<file path="src/rtl/calc1_pkg.sv">
// rtl/calc1_pkg.sv - shared command/response codes, FSM states and widths for calc1
package calc1_pkg;

    localparam int DATA_W = 32;

    localparam logic [3:0] CMD_NOP = 4'd0;
    localparam logic [3:0] CMD_ADD = 4'd1;
    localparam logic [3:0] CMD_SUB = 4'd2;
    localparam logic [3:0] CMD_SHL = 4'd5;
    localparam logic [3:0] CMD_SHR = 4'd6;

    localparam logic [1:0] RESP_NONE   = 2'd0;
    localparam logic [1:0] RESP_OK     = 2'd1;
    localparam logic [1:0] RESP_ERR    = 2'd2;
    localparam logic [1:0] RESP_INTERR = 2'd3;

    typedef enum logic [1:0] {
        ST_IDLE = 2'd0,
        ST_OP2  = 2'd1,
        ST_EXEC = 2'd2,
        ST_RESP = 2'd3
    } state_t;

endpackage

</file>
<file path="src/rtl/calc1_alu.sv">
// rtl/calc1_alu.sv - combinational calc1 arithmetic: add, subtract, optional shifts
//   cmd    in   4   command code
//   op1    in   32  first operand
//   op2    in   32  second operand (shift amount = low 5 bits)
//   result out  32  result, 0 unless resp is RESP_OK
//   resp   out  2   RESP_OK or RESP_ERR
//   CALC1_SHIFT_EN: when defined, cmd 5/6 shift; otherwise they are invalid
module calc1_alu
    import calc1_pkg::*;
(
    input  logic [3:0]        cmd,
    input  logic [DATA_W-1:0] op1,
    input  logic [DATA_W-1:0] op2,
    output logic [DATA_W-1:0] result,
    output logic [1:0]        resp
);

    logic [DATA_W:0] sum;

    always_comb begin
        sum    = {1'b0, op1} + {1'b0, op2};
        result = '0;
        resp   = RESP_ERR;
        case (cmd)
            CMD_ADD: begin
                if (!sum[DATA_W]) begin
                    result = sum[DATA_W-1:0];
                    resp   = RESP_OK;
                end
            end
            CMD_SUB: begin
                if (op2 <= op1) begin
                    result = op1 - op2;
                    resp   = RESP_OK;
                end
            end
`ifdef CALC1_SHIFT_EN
            CMD_SHL: begin
                result = op1 << op2[4:0];
                resp   = RESP_OK;
            end
            CMD_SHR: begin
                result = op1 >> op2[4:0];
                resp   = RESP_OK;
            end
`endif
            default: begin
                result = '0;
                resp   = RESP_ERR;
            end
        endcase
    end

endmodule

</file>
<file path="src/rtl/calc1_port_resp.sv">
// rtl/calc1_port_resp.sv - calc1 request-port responder: cmd/op1, op2, fixed latency, one-cycle response
//   c_clk       in   1   clock, rising edge
//   reset       in   1   synchronous active-high reset
//   req_cmd_in  in   4   command (0 = no-op)
//   req_data_in in   32  op1 in command cycle, op2 in next cycle (bit 0 = MSB)
//   out_resp    out  2   response code, valid for one cycle
//   out_data    out  32  result when out_resp = 1, else 0 (bit 0 = MSB)
//   busy        out  1   high from op2 cycle through response cycle
//   LATENCY     param    cycles from op2 cycle to response cycle, 1..15
//   CALC1_SHIFT_EN: enables shift commands in calc1_alu
module calc1_port_resp
    import calc1_pkg::*;
#(
    parameter int LATENCY = 3
) (
    input  logic        c_clk,
    input  logic        reset,
    input  logic [3:0]  req_cmd_in,
    input  logic [0:31] req_data_in,
    output logic [1:0]  out_resp,
    output logic [0:31] out_data,
    output logic        busy
);

    localparam logic [3:0] LAT_M1 = 4'(LATENCY - 1);

    state_t state, state_n;
    logic [3:0]        cnt, cnt_n;
    logic [3:0]        cmd_q;
    logic [DATA_W-1:0] op1_q;
    logic [DATA_W-1:0] op2_q;
    logic [DATA_W-1:0] alu_op2;
    logic [DATA_W-1:0] alu_result;
    logic [1:0]        alu_resp;

    // With LATENCY = 1 the response is registered on the op2 edge itself,
    // before op2_q holds the operand, so take op2 straight from the bus.
    assign alu_op2 = (state == ST_OP2) ? DATA_W'(req_data_in) : op2_q;

    calc1_alu u_alu (
        .cmd    (cmd_q),
        .op1    (op1_q),
        .op2    (alu_op2),
        .result (alu_result),
        .resp   (alu_resp)
    );

    always_comb begin
        state_n = state;
        cnt_n   = cnt;
        case (state)
            ST_IDLE: begin
                if (req_cmd_in != CMD_NOP) begin
                    state_n = ST_OP2;
                end
            end
            ST_OP2: begin
                if (LATENCY == 1) begin
                    state_n = ST_RESP;
                end else begin
                    state_n = ST_EXEC;
                    cnt_n   = LAT_M1;
                end
            end
            ST_EXEC: begin
                // The response cycle follows the cycle whose decrement reaches 0.
                cnt_n = cnt - 4'd1;
                if (cnt <= 4'd1) begin
                    state_n = ST_RESP;
                end
            end
            ST_RESP: begin
                state_n = ST_IDLE;
            end
            default: begin
                state_n = ST_IDLE;
            end
        endcase
    end

    always_ff @(posedge c_clk) begin
        if (reset) begin
            state    <= ST_IDLE;
            cnt      <= '0;
            cmd_q    <= CMD_NOP;
            op1_q    <= '0;
            op2_q    <= '0;
            out_resp <= RESP_NONE;
            out_data <= '0;
            busy     <= 1'b0;
        end else begin
            state <= state_n;
            cnt   <= cnt_n;
            if (state == ST_IDLE && req_cmd_in != CMD_NOP) begin
                cmd_q <= req_cmd_in;
                op1_q <= DATA_W'(req_data_in);
            end
            if (state == ST_OP2) begin
                op2_q <= DATA_W'(req_data_in);
            end
            if (state_n == ST_RESP) begin
                out_resp <= alu_resp;
                out_data <= (alu_resp == RESP_OK) ? alu_result : '0;
            end else begin
                out_resp <= RESP_NONE;
                out_data <= '0;
            end
            busy <= (state_n != ST_IDLE);
        end
    end

endmodule

</file>
<file path="config.mk">
export PLATFORM = sky130hd
export DESIGN_NAME = calc1_port_resp
export DESIGN_NICKNAME = d
export VERILOG_FILES = /design/src/rtl/calc1_pkg.sv /design/src/rtl/calc1_alu.sv /design/src/rtl/calc1_port_resp.sv
export SDC_FILE = /design/constraint.sdc
export NUM_CORES = 1
export LEC_CHECK = 0
export CAP_MARGIN = 10
export CELL_PAD_IN_SITES_DETAIL_PLACEMENT = 0
export CELL_PAD_IN_SITES_GLOBAL_PLACEMENT = 2
export CORE_UTILIZATION = 30
export CTS_CLUSTER_DIAMETER = 150
export CTS_CLUSTER_SIZE = 25
export DETAILED_ROUTE_END_ITERATION = 10
export PLACE_DENSITY_LB_ADDON = 0.1
export SLEW_MARGIN = 10
export SYNTH_ARGS = -nofsm -noshare
export SYNTH_HDL_FRONTEND = slang
export SYNTH_SLANG_ARGS = --single-unit
export TNS_END_PERCENT = 1
</file>
<file path="constraint.sdc">
create_clock -name c_clk -period 3.65 [get_ports c_clk]
set_input_delay 0.5475 -clock c_clk [delete_from_list [all_inputs] [get_ports c_clk]]
set_output_delay 0.5475 -clock c_clk [all_outputs]
set_load 0.01 [all_outputs]
</file>
Word-level counts from Yosys, hierarchy flattened --
Cells that the tools add are included.
Cells by class: equality and inequality tests 7, bitwise gates (word level) 2, add/subtract/negate cells 3, reduce and logical (&&, ||, !) cells 7, muxes and demuxes 11, order comparisons 2
Operator list (number):
- 32-bit two-way mux | 3
- 32-bit case mux with 2 select lines | 1
- 32-bit by 32-bit adder with 33-bit output | 1
- 32-bit less-or-equal comparator | 1
- 32-bit subtractor | 1
- 2-bit two-way mux | 4
- 2-bit case mux with 4 select lines | 1
- 4-bit case mux with 2 select lines | 1
- 2-bit equality test (second input constant) | 3
- 2-bit by 1-bit equality test with 1-bit output (second input constant) | 2
- 4-bit by 1-bit equality test with 1-bit output (second input constant) | 1
- 4-bit by 2-bit equality test with 1-bit output (second input constant) | 1
- 4-bit by 1-bit less-or-equal comparator with 1-bit output (second input constant) | 1
- 2-bit case mux with 2 select lines | 1
- 2-bit nonzero test | 2
- 4-bit nonzero test | 1
- 4-bit by 1-bit subtractor with 4-bit output (second input constant) | 1
- 3-bit OR reduction | 1
- 2-bit logical NOT | 1
- 1-bit inverter | 2
- 2-bit OR reduction | 1
- 1-bit logical AND | 1
Storage, ports and cells: input bits 38, register bits after elaboration 109, output and inout port bits 35, logic and storage cells 40

Logic depth before layout (Yosys ltp) --
Gate-level depths: netlist of run 1.
depth after elaboration 8, mapped depth 17, depth with buffers taken out 14

Cells and area by module --
A second synthesis of run 1 with hierarchy kept.
Unflattened totals: cells, all modules 1009, area total of the unflattened synthesis 7955.1 um2
By module, submodules not included:
- calc1_alu | area each 4117.7 um2, cells each 631, times used 1
- calc1_port_resp | area each 3837.4 um2, cells each 378, times used 1

Worst setup path after synthesis of run 1 --
Ideal clock, no wire load.
kind register -> register, from register state[1], to register out_data[5] in the netlist's numbering, data arrival time 3637 ps, period minus slack after synthesis 3758 ps, path buffers 3, slack -108 ps, required time 3529 ps, setup time 121 ps, cell stages (with the launch flop) 16, cells stage by stage dfxtp_1 inv_1 ha_1 clkbuf_1 clkbuf_1 mux2i_1 inv_1 ha_1 clkbuf_1 nand4_1 or4b_2 a21oi_1 o22ai_1 o21ai_0 o32ai_1 mux2_2
Between the ends: cells in the longest elaborated chain, start to end 8
RTL lines:
- start, declared | line calc1_port_resp.sv:27 | state_t state, state_n;
- start signal, assigned | line calc1_port_resp.sv:92 | state <= state_n;
- 2-bit by 1-bit equality test with 1-bit output * | line calc1_port_resp.sv:38 | assign alu_op2 = (state == ST_OP2) ? DATA_W'(req_data_in) : op2_q;
- 32-bit two-way mux *
- via alu_op2[16] | line calc1_port_resp.sv:32 | logic [DATA_W-1:0] alu_op2;
- 32-bit by 32-bit adder with 33-bit output or 32-bit less-or-equal comparator (tied branches) | line calc1_alu.sv:21, calc1_alu.sv:32
- 2-bit two-way mux (on tied branches) | line calc1_alu.sv:26, calc1_alu.sv:32
- 2-bit case mux with 2 select lines | line calc1_alu.sv:24 | case (cmd)
- 2-bit by 1-bit equality test with 1-bit output | line calc1_port_resp.sv:103 | out_data <= (alu_resp == RESP_OK) ? alu_result : '0;
- 1-bit inverter (no line)
- 3-bit OR reduction (no line)
- end signal, assigned | line calc1_port_resp.sv:103
- end, declared | line calc1_port_resp.sv:21 | output logic [0:31] out_data,
The timed path passes the listed nets; every way through them passes the cells marked *. A chain may end at the register's enable or synchronous reset.

Final worst setup path of run 1 --
from register state[1], to register out_data[7] in the netlist's numbering
The elaborated chain is that of the path after synthesis.

==> results of run 1 <==
==> synth_stat cells, types with 6 or more instances <==
library cell                 n  area (µm²)
sky130_fd_sc_hd__nand4_1     9        56.3
sky130_fd_sc_hd__o31ai_1     6        45.0
sky130_fd_sc_hd__o21ai_0    39         195
sky130_fd_sc_hd__nor3b_1    12        90.1
sky130_fd_sc_hd__o21a_1      7        52.6
sky130_fd_sc_hd__buf_2      14        70.1
sky130_fd_sc_hd__a221oi_1   11        96.3
sky130_fd_sc_hd__inv_1      68         255
sky130_fd_sc_hd__nor2b_1    16         100
sky130_fd_sc_hd__nor4_1      7        43.8
sky130_fd_sc_hd__a211oi_1   25         188
sky130_fd_sc_hd__nor3_1     29         145
sky130_fd_sc_hd__a21oi_1   108         541
sky130_fd_sc_hd__mux2i_1    31         310
sky130_fd_sc_hd__ha_1       75         938
sky130_fd_sc_hd__nand3_1     9        45.0
sky130_fd_sc_hd__a21o_1     13        97.6
sky130_fd_sc_hd__nor2_1    110         413
sky130_fd_sc_hd__dfxtp_1   109        2180
sky130_fd_sc_hd__nand2_1   120         450
sky130_fd_sc_hd__o21bai_1    9        67.6
sky130_fd_sc_hd__a31oi_1    11        68.8
sky130_fd_sc_hd__clkbuf_1   38         143
sky130_fd_sc_hd__nand2b_1   16         100
sky130_fd_sc_hd__o211ai_1   11        82.6
sky130_fd_sc_hd__a22oi_1    12        90.1
==> repair_timing <==
action,in CTS,in global routing
resized for setup,19,110
buffers inserted,1,7
hold endpoints to repair,0,0
hold buffers,0,0
cloned,2,1
endpoints found under the setup margin,29,31
pin swaps,3,29
==> routing by layer <==
metal | share of wire (%) | wire (µm)
met2 | 41 | 12500
met4 | 0.76 | 230
met1 | 54 | 16300
met5 | 0 | 0
met3 | 4.1 | 1240
==> worst register-to-register path: cells and delay by family (launching register included) <==
family / cells / cell delay [ns]
AO/OA/AOI/OAI: 3 / 0.79
adder cells (fa/ha/maj): 2 / 0.45
buffers and inverters: 4 / 0.44
flip-flops: 1 / 0.33
multiplexers: 1 / 0.23
AND/OR/NAND/NOR: 4 / 1.30
==> flip-flops by register name, summed over array words and instances, names as in the netlist <==
register and flops:
out_resp 2, cnt 4, state 2, busy 1, cmd_q 4, op2_q 32
out_data 32, op1_q 32
==> area by class of cell <==
| type | count | area [µm²] | share of cell area, % |
|---|---|---|---|
| clock inverters | 5 | 68.8 | 0.597 |
| repair buffers | 301 | 2560 | 22.2 |
| clock buffers | 10 | 229 | 1.99 |
| inverters | 68 | 258 | 2.24 |
| multi-input cells | 792 | 5810 | 50.4 |
| flip-flops and latches | 109 | 2180 | 18.9 |
| well taps | 330 | 413 | 3.58 |
==> through the flow <==
| stage | setup TNS (ns) | power [mW] | utilization, % | hold WS (ns) | setup slack [ns] |
|---|---|---|---|---|---|
| 2_1_floorplan | -0.249 | 5.30 | - | 0.444 | -0.0481 |
| 3_3_place_gp | -5.45 | 8.54 | 41.2 | 0.459 | -0.319 |
| 3_5_place_dp | -7.96 | 8.52 | 41.2 | 0.464 | -0.387 |
| 4_1_cts | -0.0183 | 9.75 | 42.9 | 0.383 | -0.0183 |
| 5_1_grt | -0.725 | 11.2 | 45.3 | 0.398 | -0.103 |
| 6_report | 0 | 10.4 | 45.3 | 0.389 | 0.0121 |
==> how the worst max path moves through the flow <==
| stage | endpoint | slack, ns |
|---|---|---|
| 2_1_floorplan | out_data[12] | -0.05 |
| 3_3_place_gp | out_data[20] | -0.32 |
| 3_5_place_dp | out_data[20] | -0.39 |
| 4_1_cts | out_data[5] | -0.02 |
| 5_1_grt | out_data[7] | -0.10 |
| 6_report | out_data[7] | 0.01 |
==> logic make-up (layout without fill, tap and decap cells) <==
kind of cell	after synthesis	after routing
AO/OA/AOI/OAI	313	313
buffers and inverters	124	384
XOR/XNOR	9	9
multiplexers	33	33
AND/OR/NAND/NOR	358	360
adder cells (fa/ha/maj)	77	77
flip-flops	109	109
==> power groups by stage <==
| stage | logic (mW) | clock network, mW | registers, mW |
|---|---|---|---|
| 2_1_floorplan | 3.67 | 0 | 1.62 |
| 3_3_place_gp | 6.90 | 0 | 1.63 |
| 3_5_place_dp | 6.88 | 0 | 1.64 |
| 4_1_cts | 7.03 | 1.10 | 1.62 |
| 5_1_grt | 8.36 | 1.14 | 1.67 |
| 6_report | 7.71 | 1.07 | 1.64 |
==> report_table.html, run 1 <==
<table>
<tr><th>Metric</th><th>Value</th></tr>
<tr><th colspan="2">Logic synthesis</th></tr>
<tr><td>Post-Synth Adder-Cell Area</td><td>12.4%</td></tr>
<tr><td>Async S/R FF share, synth</td><td>0%</td></tr>
<tr><td>Netlist area before placement</td><td>0.00788 mm²</td></tr>
<tr><td>Main synth FF type</td><td>sky130_fd_sc_hd__dfxtp_1</td></tr>
<tr><td>Xor/xnor share of the synthesized area</td><td>1.00%</td></tr>
<tr><td>Average cell area after synthesis</td><td>7.71 µm²</td></tr>
<tr><td>Share of synthesized cell area in and, or, nand and nor gates</td><td>21.2%</td></tr>
<tr><td>FF+latch count, synth</td><td>109</td></tr>
<tr><td>Share of synthesized area spent on multiplexers</td><td>4.22%</td></tr>
<tr><td>Cell variety after synth</td><td>81</td></tr>
<tr><td>Share of the synthesized area in compound gates (AO/OA/AOI/OAI)</td><td>27.1%</td></tr>
<tr><td>Post-Syn Instances</td><td>1,023</td></tr>
<tr><td>Largest family of logic cells by synthesized area</td><td>compound AO/OA/AOI/OAI gates</td></tr>
<tr><td>Warnings, synthesis</td><td>0</td></tr>
<tr><td>Syn_nets</td><td>1,138</td></tr>
<tr><td>Number of enable flip-flop cells after synthesis</td><td>0</td></tr>
<tr><td>Proportion of synthesized chip area in sequential cells</td><td>27.7%</td></tr>
<tr><th colspan="2">Floorplan</th></tr>
<tr><td>CORE AREA</td><td>0.0255 mm²</td></tr>
<tr><td>Cell row count</td><td>58</td></tr>
<tr><td>Number of ports placed on the die boundary</td><td>73</td></tr>
<tr><td>Effective utilization at floorplan</td><td>30.9%</td></tr>
<tr><td>Total die area</td><td>0.0269 mm²</td></tr>
<tr><td>Chip width</td><td>164 µm</td></tr>
<tr><td>Die height</td><td>164 µm</td></tr>
<tr><th colspan="2">Global route</th></tr>
<tr><td>Met3 track utilization from global routing</td><td>2.85%</td></tr>
<tr><td>Antenna violations before repair</td><td>0</td></tr>
<tr><td>Global-route track usage on met2</td><td>32.5%</td></tr>
<tr><td>Via count of the first global-routing pass</td><td>7,948</td></tr>
<tr><td>First-pass GRT wire length</td><td>45,900 µm</td></tr>
<tr><td>Global route total overflow</td><td>0</td></tr>
<tr><td>Pin count of the biggest net entering global routing</td><td>74</td></tr>
<tr><td>Met1 capacity usage during global routing</td><td>35.0%</td></tr>
<tr><td>Overall fraction of global-route tracks in use</td><td>22.4%</td></tr>
<tr><td>GRT busiest layer</td><td>met1</td></tr>
<tr><th colspan="2">STA</th></tr>
<tr><td>Final Slew Violations</td><td>0</td></tr>
<tr><td>Total count of hold-check failures in the final report</td><td>0</td></tr>
<tr><td>Final setup violating endpoints</td><td>0</td></tr>
<tr><td>Unrepaired setup endpoints after global routing</td><td>true</td></tr>
<tr><td>Peak Freq</td><td>0.275 GHz</td></tr>
<tr><td>Pin slew with the least headroom to its limit</td><td>0.937 ns</td></tr>
<tr><td>Worst slew margin relative to its limit</td><td>36.6%</td></tr>
<tr><td>Time the worst path needs with I/O delays and setup</td><td>3.64 ns</td></tr>
<tr><td>Crit share post-route</td><td>99.7%</td></tr>
<tr><td>Clock skew after layout</td><td>0.0161 ns</td></tr>
<tr><th colspan="2">Critical path</th></tr>
<tr><td>Launching point of the worst reg2reg path</td><td>state[1]</td></tr>
<tr><td>CP startpoint</td><td>state[1]</td></tr>
<tr><td>Worst path depth</td><td>14</td></tr>
<tr><td>Worst path top cell family by delay</td><td>simple AND/OR/NAND/NOR gates</td></tr>
<tr><td>Critical path cell sequence</td><td>inv_2 -&gt; ha_4 -&gt; buf_12 -&gt; buf_8 -&gt; mux2i_4 -&gt; inv_2 -&gt; ha_4 -&gt; nor3_4 -&gt; nand4_1 -&gt; or4_4 -&gt; a21o_4 -&gt; and2_4 -&gt; o221a_1 -&gt; a211oi_2</td></tr>
<tr><td>Biggest fanout along the worst timing path</td><td>6</td></tr>
<tr><td>Critical Path Max Stage Delay</td><td>0.62 ns</td></tr>
<tr><td>Path type of the worst setup path</td><td>reg -&gt; reg</td></tr>
<tr><td>Critical Path RT</td><td>3.92 ns</td></tr>
<tr><td>Worst setup EP type</td><td>flop</td></tr>
<tr><td>R2r endpoint</td><td>out_data[7]</td></tr>
<tr><td>Number of cells traversed by the worst register-to-register path</td><td>14</td></tr>
<tr><td>Worst reg-to-reg setup slack</td><td>0.01 ns</td></tr>
<tr><td>Slowest stage cell on the critical path</td><td>sky130_fd_sc_hd__or4_4</td></tr>
<tr><td>Worst path arrival time</td><td>3.91 ns</td></tr>
<tr><td>Count of buffer and inverter cells on the critical path</td><td>4</td></tr>
<tr><td>Startpoint class of the critical path</td><td>flop</td></tr>
<tr><th colspan="2">Routing</th></tr>
<tr><td>Iteration-0 DRC count of the detailed router</td><td>561</td></tr>
<tr><td>Vias after detailed routing</td><td>8,303</td></tr>
<tr><td>Number of design rule violations left after detail routing</td><td>0</td></tr>
<tr><td>Router iterations before antenna repair</td><td>5</td></tr>
<tr><td>Remaining antenna violation count</td><td>0</td></tr>
<tr><td>Average detailed-routed wire length per instance</td><td>18.8 µm</td></tr>
<tr><td>Routed via count divided by cell count</td><td>5.14</td></tr>
<tr><td>Overall routed net length</td><td>30,300 µm</td></tr>
<tr><th colspan="2">Finish</th></tr>
<tr><td>Commonest non-fill, non-tap cell in the layout</td><td>sky130_fd_sc_hd__buf_4</td></tr>
<tr><td>Filler Cell Count</td><td>2,587</td></tr>
<tr><td>Commonest cells after routing, fill and taps aside</td><td>sky130_fd_sc_hd__buf_4 (216), sky130_fd_sc_hd__nand2_1 (119), sky130_fd_sc_hd__nor2_1 (109)</td></tr>
<tr><td>Finished Cell Area</td><td>0.0115 mm²</td></tr>
<tr><td>Layout cell share with drive strength beyond 1</td><td>28.0%</td></tr>
<tr><td>Diode insertion count for antenna repair</td><td>0</td></tr>
<tr><td>Total Nets Final</td><td>1,396</td></tr>
<tr><td>Non-filler cells in the finished layout</td><td>1,615</td></tr>
<tr><td>Layout Area Growth over Synthesis</td><td>46.2%</td></tr>
<tr><th colspan="2">Clocking</th></tr>
<tr><td>CTS tree</td><td>done</td></tr>
<tr><td>CTS H-tree depth</td><td>3</td></tr>
<tr><td>Clock-pin transition on the worst setup and hold timing paths</td><td>0.08 ns</td></tr>
<tr><td>Clock insertion delay at the later pin of the skew report</td><td>0.37 ns</td></tr>
<tr><td>CTS Buf Count</td><td>9</td></tr>
<tr><td>Clock sink count</td><td>109</td></tr>
<tr><td>Maximum buffer depth of the clock tree</td><td>2</td></tr>
<tr><td>Root Buffer Master</td><td>sky130_fd_sc_hd__clkbuf_16</td></tr>
<tr><th colspan="2">Place</th></tr>
<tr><td>Cell area after placement</td><td>0.0105 mm²</td></tr>
<tr><td>Placer Congestion</td><td>0.826</td></tr>
<tr><td>Post-Place Cells</td><td>1,590</td></tr>
<tr><td>HPWL Detailed</td><td>23,100 µm</td></tr>
<tr><td>Number of port buffers</td><td>72</td></tr>
<tr><th colspan="2">Hold path</th></tr>
<tr><td>Endpoint with the worst hold slack</td><td>state[0]</td></tr>
<tr><td>Worst hold path depth</td><td>2</td></tr>
<tr><td>Worst hold path class</td><td>in -&gt; reg</td></tr>
<tr><td>Worst min-delay path startpoint</td><td>reset</td></tr>
<tr><th colspan="2">Power</th></tr>
<tr><td>Total net switching power</td><td>4.81 mW</td></tr>
<tr><td>Maximum ir drop on the vdd rail</td><td>0.000929 V</td></tr>
<tr><td>Power per cell area</td><td>905 mW/mm²</td></tr>
<tr><td>Switching power as a share of total power</td><td>46.1%</td></tr>
<tr><td>Total leakage power</td><td>4.89 nW</td></tr>
<tr><td>Internal power</td><td>5.62 mW</td></tr>
<tr><td>Part of the power in the clock network</td><td>10.3%</td></tr>
<tr><td>Combinational cell fraction of total power</td><td>74.0%</td></tr>
<tr><td>Seq pwr share</td><td>15.8%</td></tr>
<tr><th colspan="2">Status</th></tr>
<tr><td>Result of the run</td><td>completed</td></tr>
<tr><th colspan="2">Run</th></tr>
<tr><td>Number of maximum-capacitance violations</td><td>0</td></tr>
</table>
Power figures use the tool's default switching activity.
==> run 2, diff against run 1 <==
==> constraint.sdc (replaced) <==
create_clock -name c_clk -period 3.84 [get_ports c_clk]
set_input_delay 0.576 -clock c_clk [delete_from_list [all_inputs] [get_ports c_clk]]
set_output_delay 0.576 -clock c_clk [all_outputs]
set_load 0.01 [all_outputs]
==> report_table.html, run 2 (same netlist as run 1, synthesis figures left out) <==
<table>
<tr><th>Metric</th><th>Value</th></tr>
<tr><th colspan="2">Floorplan</th></tr>
<tr><td>Chip width</td><td>164 µm</td></tr>
<tr><td>Effective utilization at floorplan</td><td>30.9%</td></tr>
<tr><td>Total die area</td><td>0.0269 mm²</td></tr>
<tr><td>Number of ports placed on the die boundary</td><td>73</td></tr>
<tr><td>CORE AREA</td><td>0.0255 mm²</td></tr>
<tr><td>Die height</td><td>164 µm</td></tr>
<tr><td>Cell row count</td><td>58</td></tr>
<tr><th colspan="2">Critical path</th></tr>
<tr><td>Slowest stage cell on the critical path</td><td>sky130_fd_sc_hd__ha_1</td></tr>
<tr><td>Startpoint class of the critical path</td><td>flop</td></tr>
<tr><td>Critical Path RT</td><td>4.11 ns</td></tr>
<tr><td>Count of buffer and inverter cells on the critical path</td><td>7</td></tr>
<tr><td>Biggest fanout along the worst timing path</td><td>10</td></tr>
<tr><td>Critical path cell sequence</td><td>inv_1 -&gt; ha_4 -&gt; clkbuf_16 -&gt; mux2i_4 -&gt; inv_1 -&gt; ha_1 -&gt; buf_4 -&gt; o211ai_1 -&gt; o21ai_2 -&gt; o311ai_4 -&gt; nand4_2 -&gt; buf_4 -&gt; a31oi_4 -&gt; buf_4 -&gt; buf_12 -&gt; a22oi_1 -&gt; a221oi_1</td></tr>
<tr><td>Most frequent cell on the critical path</td><td>sky130_fd_sc_hd__buf_4</td></tr>
<tr><td>Worst path arrival time</td><td>3.99 ns</td></tr>
<tr><td>Path type of the worst setup path</td><td>reg -&gt; reg</td></tr>
<tr><td>Critical Path Max Stage Delay</td><td>0.33 ns</td></tr>
<tr><td>Worst setup EP type</td><td>flop</td></tr>
<tr><td>Worst path top cell family by delay</td><td>compound AO/OA/AOI/OAI gates</td></tr>
<tr><th colspan="2">STA</th></tr>
<tr><td>Hold Slack</td><td>0.414 ns</td></tr>
<tr><td>Total count of hold-check failures in the final report</td><td>0</td></tr>
<tr><td>Final Slew Violations</td><td>0</td></tr>
<tr><td>Worst slew margin relative to its limit</td><td>37.2%</td></tr>
<tr><td>Pin slew with the least headroom to its limit</td><td>0.929 ns</td></tr>
<tr><td>Final setup violating endpoints</td><td>0</td></tr>
<tr><td>Time the worst path needs with I/O delays and setup</td><td>3.72 ns</td></tr>
<tr><td>Unrepaired setup endpoints after global routing</td><td>true</td></tr>
<tr><td>Crit share post-route</td><td>96.8%</td></tr>
<tr><td>Peak Freq</td><td>0.269 GHz</td></tr>
<tr><td>Clock skew after layout</td><td>0.0139 ns</td></tr>
<tr><th colspan="2">Finish</th></tr>
<tr><td>Layout Area Growth over Synthesis</td><td>37.9%</td></tr>
<tr><td>Commonest cells after routing, fill and taps aside</td><td>sky130_fd_sc_hd__buf_4 (164), sky130_fd_sc_hd__nand2_1 (119), sky130_fd_sc_hd__nor2_1 (109), sky130_fd_sc_hd__dfxtp_1 (109), sky130_fd_sc_hd__a21oi_1 (103)</td></tr>
<tr><td>Non-filler cells in the finished layout</td><td>1,561</td></tr>
<tr><td>Layout cell share with drive strength beyond 1</td><td>21.9%</td></tr>
<tr><td>Diode insertion count for antenna repair</td><td>0</td></tr>
<tr><td>Total Nets Final</td><td>1,341</td></tr>
<tr><td>Filler Cell Count</td><td>2,606</td></tr>
<tr><td>Biggest regs</td><td>op1_q: 32 flops, op2_q: 32 flops, out_data: 32 flops</td></tr>
<tr><td>Commonest non-fill, non-tap cell in the layout</td><td>sky130_fd_sc_hd__buf_4</td></tr>
<tr><th colspan="2">Routing</th></tr>
<tr><td>Remaining antenna violation count</td><td>0</td></tr>
<tr><td>Average detailed-routed wire length per instance</td><td>19.0 µm</td></tr>
<tr><td>Iteration-0 DRC count of the detailed router</td><td>548</td></tr>
<tr><td>Number of design rule violations left after detail routing</td><td>0</td></tr>
<tr><td>Overall routed net length</td><td>29,700 µm</td></tr>
<tr><td>Router iterations before antenna repair</td><td>5</td></tr>
<tr><td>Routed via count divided by cell count</td><td>5.19</td></tr>
<tr><td>Vias after detailed routing</td><td>8,109</td></tr>
<tr><th colspan="2">Clocking</th></tr>
<tr><td>Root Buffer Master</td><td>sky130_fd_sc_hd__clkbuf_16</td></tr>
<tr><td>CTS tree</td><td>done</td></tr>
<tr><td>Clock insertion delay at the later pin of the skew report</td><td>0.37 ns</td></tr>
<tr><td>Clock-pin transition on the worst setup and hold timing paths</td><td>0.08 ns</td></tr>
<tr><td>Maximum buffer depth of the clock tree</td><td>2</td></tr>
<tr><td>CTS H-tree depth</td><td>3</td></tr>
<tr><td>Hold buffer count at CTS</td><td>0</td></tr>
<tr><td>Clock sink count</td><td>109</td></tr>
<tr><td>CTS Buf Count</td><td>9</td></tr>
<tr><th colspan="2">Place</th></tr>
<tr><td>Post-Place Cells</td><td>1,532</td></tr>
<tr><td>Placer Congestion</td><td>0.880</td></tr>
<tr><td>Number of port buffers</td><td>72</td></tr>
<tr><td>HPWL Detailed</td><td>22,300 µm</td></tr>
<tr><th colspan="2">Global route</th></tr>
<tr><td>Antenna violations before repair</td><td>0</td></tr>
<tr><td>First-pass GRT wire length</td><td>44,700 µm</td></tr>
<tr><td>Via count of the first global-routing pass</td><td>7,701</td></tr>
<tr><td>Pin count of the biggest net entering global routing</td><td>74</td></tr>
<tr><td>Overall fraction of global-route tracks in use</td><td>21.8%</td></tr>
<tr><td>Global route total overflow</td><td>0</td></tr>
<tr><th colspan="2">Hold path</th></tr>
<tr><td>Worst hold path class</td><td>in -&gt; reg</td></tr>
<tr><th colspan="2">Power</th></tr>
<tr><td>Maximum ir drop on the vdd rail</td><td>0.000451 V</td></tr>
<tr><td>Power per cell area</td><td>848 mW/mm²</td></tr>
<tr><td>Total leakage power</td><td>4.61 nW</td></tr>
<tr><td>Power, Total</td><td>9.22 mW</td></tr>
<tr><th colspan="2">Status</th></tr>
<tr><td>Result of the run</td><td>completed</td></tr>
<tr><th colspan="2">Run</th></tr>
<tr><td>Number of maximum-capacitance violations</td><td>0</td></tr>
</table>
[run 2: changes by cell type in the layout (fill, tap and decap cells not counted), moves of 4 or more]
cell and delta:
sky130_fd_sc_hd__a21oi_2 -5, sky130_fd_sc_hd__ha_1 +7, sky130_fd_sc_hd__ha_2 +4, sky130_fd_sc_hd__mux2i_2 -6, sky130_fd_sc_hd__inv_1 +6, sky130_fd_sc_hd__a21oi_1 +5
sky130_fd_sc_hd__mux2i_1 +7, sky130_fd_sc_hd__inv_2 -5, sky130_fd_sc_hd__ha_4 -11, sky130_fd_sc_hd__buf_4 -52
[run 2: per-layer routing]
layer / global-route usage (%) / share of wire (%) / vias up
li1: - / - / 4067
met1: 33.8 / 53 / 3826
met5: 0 / 0 / -
met4: 4.50 / 1.1 / 0
met2: 30.5 / 41 / 196
met3: 3.91 / 4.6 / 20
[run 2: path summary, 6_finish.rpt]
check | from | end | slack, ns | depth (start not counted)
max | state[1] | out_data[26] | 0.12 | 17
min | reset | state[0] | 0.41 | 2
max reg2reg | state[1] | out_data[26] | 0.12 | 17
min reg2reg | cmd_q[1] | cmd_q[1] | 0.47 | 2
[run 2: per-stage QoR]
step	area [µm²]	TNS, ns	worst slack, ns	util (%)
after global routing	10900	-0.218	-0.0401	42.7
after floorplan	7880	0	0.0823	-
after global placement	10100	-0.997	-0.167	39.6
after CTS	10400	0	0.0112	40.8
after detailed placement	10100	-1.37	-0.176	39.6
final	10900	0	0.124	42.7
[run 2: report_power, final]
part	switching (mW)	internal (mW)
Sequential	0.161	1.38
Clock	0.515	0.455
Combinational	3.72	2.99
[run 2: what timing repair did]
action / in CTS / in global routing
gates cloned: 0 / 4
endpoints found under the setup margin: 7 / 31
pin swaps: 1 / 9
buffers inserted: 1 / 8
resized for setup: 1 / 74
[run 2: cell type report]
cell class                      instances  area (µm²)  share of cell area (%)
Clock buffer                           10         229                    2.11
Clock inverter                          6        52.6                   0.484
Inverter                               68         255                    2.35
Multi-Input combinational cell        792        5590                    51.4
Sequential cell                       109        2180                    20.1
Tap cell                              330         413                    3.80
Timing Repair Buffer                  246        2150                    19.8
